File: config.mk
export PLATFORM = sky130hd
export DESIGN_NAME = bin_to_bcd_seq
export DESIGN_NICKNAME = d
export VERILOG_FILES = /design/src/rtl/bin_to_bcd_seq.sv
export SDC_FILE = /design/constraint.sdc
export NUM_CORES = 1
export LEC_CHECK = 0
export CORE_ASPECT_RATIO = 1.25
export CORE_MARGIN = 2
export CORE_UTILIZATION = 47
export CTS_CLUSTER_SIZE = 16
export DETAILED_ROUTE_END_ITERATION = 6
export GPL_TIMING_DRIVEN = 0
export PLACE_DENSITY = 0.7
export SETUP_SLACK_MARGIN = 0.05
export SKIP_CTS_REPAIR_TIMING = 1
export SLEW_MARGIN = 25
export SYNTH_ARGS = -nofsm -noshare
export SYNTH_HDL_FRONTEND = slang
export SYNTH_SLANG_ARGS = --single-unit
File: constraint.sdc
create_clock -name clk -period 1.96 [get_ports clk]
set_clock_uncertainty 0.1 [all_clocks]
set_input_delay 0.392 -clock clk [delete_from_list [all_inputs] [get_ports clk]]
set_output_delay 0.392 -clock clk [all_outputs]
set_load 0.03 [all_outputs]
File: src/rtl/bin_to_bcd_seq.sv
// Sequential binary-to-BCD converter (shift-and-add-3 / double dabble).
// One operand bit is consumed per clock; the result and an overflow flag are
// published together with a single-cycle done pulse.
module bin_to_bcd_seq #(
  parameter int WIDTH  = 8,
  parameter int DIGITS = 3
) (
  input  logic                clk,
  input  logic                rst_n,
  input  logic                start,
  input  logic [WIDTH-1:0]    bin,
  output logic                busy,
  output logic                done,
  output logic [4*DIGITS-1:0] bcd,
  output logic                overflow
);

  localparam int DW = 4 * DIGITS;
  localparam int CW = $clog2(WIDTH + 1);

  typedef enum logic {
    IDLE,
    SHIFT
  } state_t;

  state_t state, state_next;

  logic [DW-1:0]    digits;
  logic [WIDTH-1:0] operand;
  logic [CW-1:0]    cnt;
  logic             ovf_int;

  logic [DW-1:0]    adj;
  logic [DW-1:0]    digits_shift;
  logic [WIDTH-1:0] operand_shift;
  logic             carry_out;
  logic             accept;
  logic             last_step;

  assign accept    = (state == IDLE) && start;
  assign last_step = (state == SHIFT) && (cnt == CW'(1));
  assign busy      = (state == SHIFT);

  // One double-dabble step: add 3 to every digit >= 5, then shift the whole
  // {digits, operand} chain left; the bit leaving the top digit is overflow.
  always_comb begin
    // NOTE: every signal assigned here gets a default first, so no path can
    // leave it unassigned and infer a latch.
    adj = digits;
    for (int k = 0; k < DIGITS; k++) begin
      if (digits[4*k +: 4] >= 4'd5) begin
        adj[4*k +: 4] = digits[4*k +: 4] + 4'd3;
      end
    end
    {carry_out, digits_shift, operand_shift} = {adj, operand, 1'b0};
  end

  // Next-state logic: leave IDLE on start, return after the last shift.
  always_comb begin
    state_next = state;
    case (state)
      IDLE:    if (start) state_next = SHIFT;
      SHIFT:   if (cnt == CW'(1)) state_next = IDLE;
      default: state_next = IDLE;
    endcase
  end

  // State register.
  always_ff @(posedge clk or negedge rst_n) begin
    // NOTE: sequential blocks use non-blocking assignments so every flop
    // samples pre-edge values regardless of statement order.
    if (!rst_n) begin
      state <= IDLE;
    end else begin
      state <= state_next;
    end
  end

  // Working registers: load on accept, advance one step per SHIFT cycle.
  always_ff @(posedge clk or negedge rst_n) begin
    if (!rst_n) begin
      digits  <= '0;
      operand <= '0;
      cnt     <= '0;
      ovf_int <= 1'b0;
    end else if (accept) begin
      digits  <= '0;
      operand <= bin;
      cnt     <= CW'(WIDTH);
      ovf_int <= 1'b0;
    end else if (state == SHIFT) begin
      digits  <= digits_shift;
      operand <= operand_shift;
      cnt     <= cnt - CW'(1);
      ovf_int <= ovf_int | carry_out;
    end
  end

  // Published outputs: updated only on the final step, held otherwise.
  always_ff @(posedge clk or negedge rst_n) begin
    if (!rst_n) begin
      done     <= 1'b0;
      bcd      <= '0;
      overflow <= 1'b0;
    end else begin
      done <= last_step;
      if (last_step) begin
        bcd      <= digits_shift;
        overflow <= ovf_int | carry_out;
      end
    end
  end

endmodule
Word level (Yosys, flattened, before mapping)
Index checks and enable logic that the tools add are counted.

word-level totals
  logic and storage cells = 35
  bits of input ports = 11
  register bits after elaboration = 40

operators by class
  equality and inequality tests = 1
  reductions and logical operators = 3
  muxes and demuxes = 14
  $add $sub $neg = 4
  $lt $le $gt $ge = 3
  bitwise operators = 2

operators with widths
  operator                                             count
  two-way mux 12 bit                                   2
  two-way mux 4 bit                                    5
  two-way mux 8 bit                                    2
  adder 4 x 2 -> 4 bit, second input constant          3
  >= comparator 4 x 3 -> 1 bit, second input constant  3
  equality test 4 x 1 -> 1 bit, second input constant  1
  two-way mux 1 bit                                    4
  subtractor 4 x 1 -> 4 bit, second input constant     1
  logical AND 1 bit                                    2
  case mux 1 bit (2 select lines)                      1
  nonzero test 2 bit                                   1
  NOT 1 bit                                            1
  OR 1 bit                                             1

Longest topological paths before layout
  depth in word-level cells = 5
  depth in mapped cells = 6
  depth with buffers taken out = 6

Worst setup path after synthesis
OpenSTA, ideal clock, no wires.

  path type = reg2reg
  start point = reg digits[0]
  end point = reg bcd[2]
  buffers on the path = 0
  setup time = 0.084 ns
  data arrival time = 1.398 ns
  slack = 0.378 ns
  cell stages (with the launch flop) = 7
  cell sequence = dfrtp_1 > inv_1 > ha_1 > nand2b_1 > a21oi_1 > mux2_2 > o21ai_0

on the way
  cells in the longest elaborated chain, start to end = 2
  elaborated cells on any way between the ends = 3

RTL lines
  element                                                                      RTL line  text
  start: declaration                                                           28        logic [DW-1:0] digits;
  start signal: assignment                                                     92        digits <= digits_shift;
  adder 4 x 2 -> 4 bit / >= comparator 4 x 3 -> 1 bit (equally long branches)  52, 51
  two-way mux 4 bit *                                                          51        if (digits[4*k +: 4] >= 4'd5) begin
  end signal: assignment                                                       108       bcd <= digits_shift;
  end: declaration                                                             14        output logic [4*DIGITS-1:0] bcd,

Mark *: on every way between the ends. The rest lies on a longest branch, timed or not.
A chain may end at the register's enable or synchronous reset.

Worst setup path in the final report
  start point = reg state, in the netlist busy
  end point = out busy

RTL lines
  element                   RTL line  text
  start: declaration        26        state_t state, state_next;
  start signal: assignment  75        state <= state_next;
  end: declaration          12        output logic busy,

No word-level cell between the ends.

==> run metrics <==
pin count of the biggest net entering global routing 25; core footprint 0.00378 mm2; fin. max-slew vios 0; RSZ-0062 raised after global routing no; Finish-stage setup viols 0; EDFF count, synth 0; WL/cell 14.0 um; layout cells sized above 1 0.113; power per cell area 1650 mW/mm2; Design Power 3760 uW; hold_ws -2.22 ps; worst reg2reg setup slack ~240 ps; chip width just over 60 um; Max H-tree Level 2; Ports 26; R2R depth 6; Setup crit end busy; required time of the worst setup path 1470 ps; vias in the first global route 1385; antenna-violating nets left 0; first-pass GRT wire length 6020 um; Layout area overhead 21.8%; design area around 0.0023 mm2; Setup CP Type reg2out; worst-skew pair later-pin latency between 200 and 300 ps; Placed Instances 262; slowest library cell on the worst path clkdlybuf4s50_1; Iter 0 DRT Violations 36; Synth area leaders dfrtp_1 (54%), o21ai_0 (8.0%), nand2_1 (5.8%), ha_1 (5.4%), mux2i_1 (4.8%); Post-Route WL approximately 3700 um; row cnt 25; # diodes 0; Yosys top cell area share 0.536; total clock sinks 40; CP Launch Point busy; synthesized cell area 0.00187 mm2; placer congestion estimate 0.810; max-cap check violation count 0; status complete, but fails checks; RR Startpoint digits[4]; register area share after synthesis 0.536; fmax 542 MHz; DP Area 0.00220 mm2; Comb power frac 0.486; P_int 2210 uW; clock share of power 0.128; Synth Instances between 150 and 200; IO buf count 24; FF+latch count, synth 40; Ys Warns 0; syn avg cell area about 10 um2; slowest stage delay, CP 680 ps; Flop pwr share 0.386; chip height 74.5 um; critical path endpoint category output port; syn nets 202; CP Data Arrival Time around 1400 ps; hold crit path type in2async; r2r endpoint bcd[6]; Layout Utilization 0.601; worst path cell trace clkdlybuf4s50_1; Layout Cells excl Fill 267; Detailed Place HPWL 2880 um; peak supply drop 0.736 mV; Nets 234; Unique masters post-synth 27; Max Buffers Root-to-Sink 2; Switch Pwr 1550 uW; routed vias 1380; predominant post-synthesis flop cell dfrtp_1; Synth area leader dfrtp_1; drt drc 0; clock slew at reported path FFs about 70 ps; die area 0.00450 mm2; Hold Violations, Final 9; Least-Margin Pin Slew 576 ps; largest fanout on the critical path 3; CTS tree built; failing checks hold timing; Worst slew margin 0.616; period utilization 0.942; initial core utilization 0.494; crit-path leading delay family buffers and inverters; Total GRT Usage 0.187; Crit path depth 1; startpoint types flop; clock root buffer clkbuf_8; Synth async-reset ratio 1.00; antenna violations before repair 0; total clock buffers created by CTS 5; router iterations before antenna repair 4; LEAKAGE 0.00101 uW; min cycle time layout approximately 1800 ps; WP buf/inv 1; Switching Share 0.413; routed vias/inst 5.17; GRT overflow 0
## sequential cells by signal (all words and copies together) (netlist names)
| name | count |
|---|---|
| overflow | 1 |
| bcd | 12 |
| digits | 12 |
| busy | 1 |
| operand | 8 |
| done | 1 |
| cnt | 4 |
| ovf_int | 1 |
## logic make-up after synthesis
logic type	count (synthesis)	synth area share
buf+inv	19	0.0449
flops	40	0.536
simple gates	51	0.127
mux	14	0.0824
xor+xnor	5	0.0234
fa+ha+maj	8	0.0536
compound gates	46	0.133
## routing by layer
layer  share of wire  global-route usage
met1            0.40               0.199
met2            0.54               0.337
met3           0.039              0.0591
met4           0.020              0.0741
met5               0                   0
## worst min path at each step
stage	endpoint	cells after the start
after global placement	bcd[5]	2
final	digits[5]	1
after CTS	bcd[8]	1
after detailed placement	bcd[2]	1
after global routing	bcd[2]	1
after floorplan	bcd[0]	0
## synthesized netlist by cell type (4+ instances only)
| library cell | count |
|---|---|
| a21oi_1 | 9 |
| buf_2 | 5 |
| dfrtp_1 | 40 |
| ha_1 | 8 |
| inv_1 | 10 |
| mux2i_1 | 9 |
| nand2_1 | 29 |
| nand2b_1 | 5 |
| nor2_1 | 6 |
| nor3b_1 | 4 |
| o21ai_0 | 30 |
| xnor2_1 | 5 |
## power by group through the flow
stage / clock [uW] / combinational [uW] / sequential (uW)
final: 481 / 1830 / 1450
after global routing: 522 / 2030 / 1500
after CTS: 490 / 1840 / 1450
after detailed placement: 0 / 1840 / 1460
after global placement: 0 / 1730 / 1440
after floorplan: 0 / 1020 / 1650
## stage by stage
| stage | hold WS (ps) | worst slack [ps] | setup TNS [ps] |
|---|---|---|---|
| final | -2.22 | 115 | 0 |
| after global routing | 27.3 | 61.5 | 0 |
| after CTS | 13.5 | 98.2 | 0 |
| after detailed placement | 320 | 191 | 0 |
| after global placement | 363 | -554 | -22090 |
| after floorplan | -3.59 | 378 | 0 |
## final cells by class
type / count / area (um2)
tap: 54 / 67.6
timing repair buffer: 25 / 263
multi-input combinational: 124 / 791
sequential: 40 / 1000
buffer: 8 / 40.0
fill: 327 / 1510
clock buffer: 5 / 68.8
inverter: 11 / 43.8
## layout by cell type (no fill, tap or decap), types with 2 or more instances in the layout
master	instances
dfrtp_1	40
o21ai_0	30
nand2_1	29
clkdlybuf4s50_1	23
inv_1	10
mux2i_1	9
ha_1	8
a21oi_1	7
nor2_1	6
buf_2	6
nand2b_1	5
xnor2_1	5
clkbuf_8	5
nor3b_1	4
a21oi_2	3
mux2_2	3
nor3_1	3
or3_1	3
clkbuf_1	2
mux2_4	2
Power figures use the tool's default switching activity.
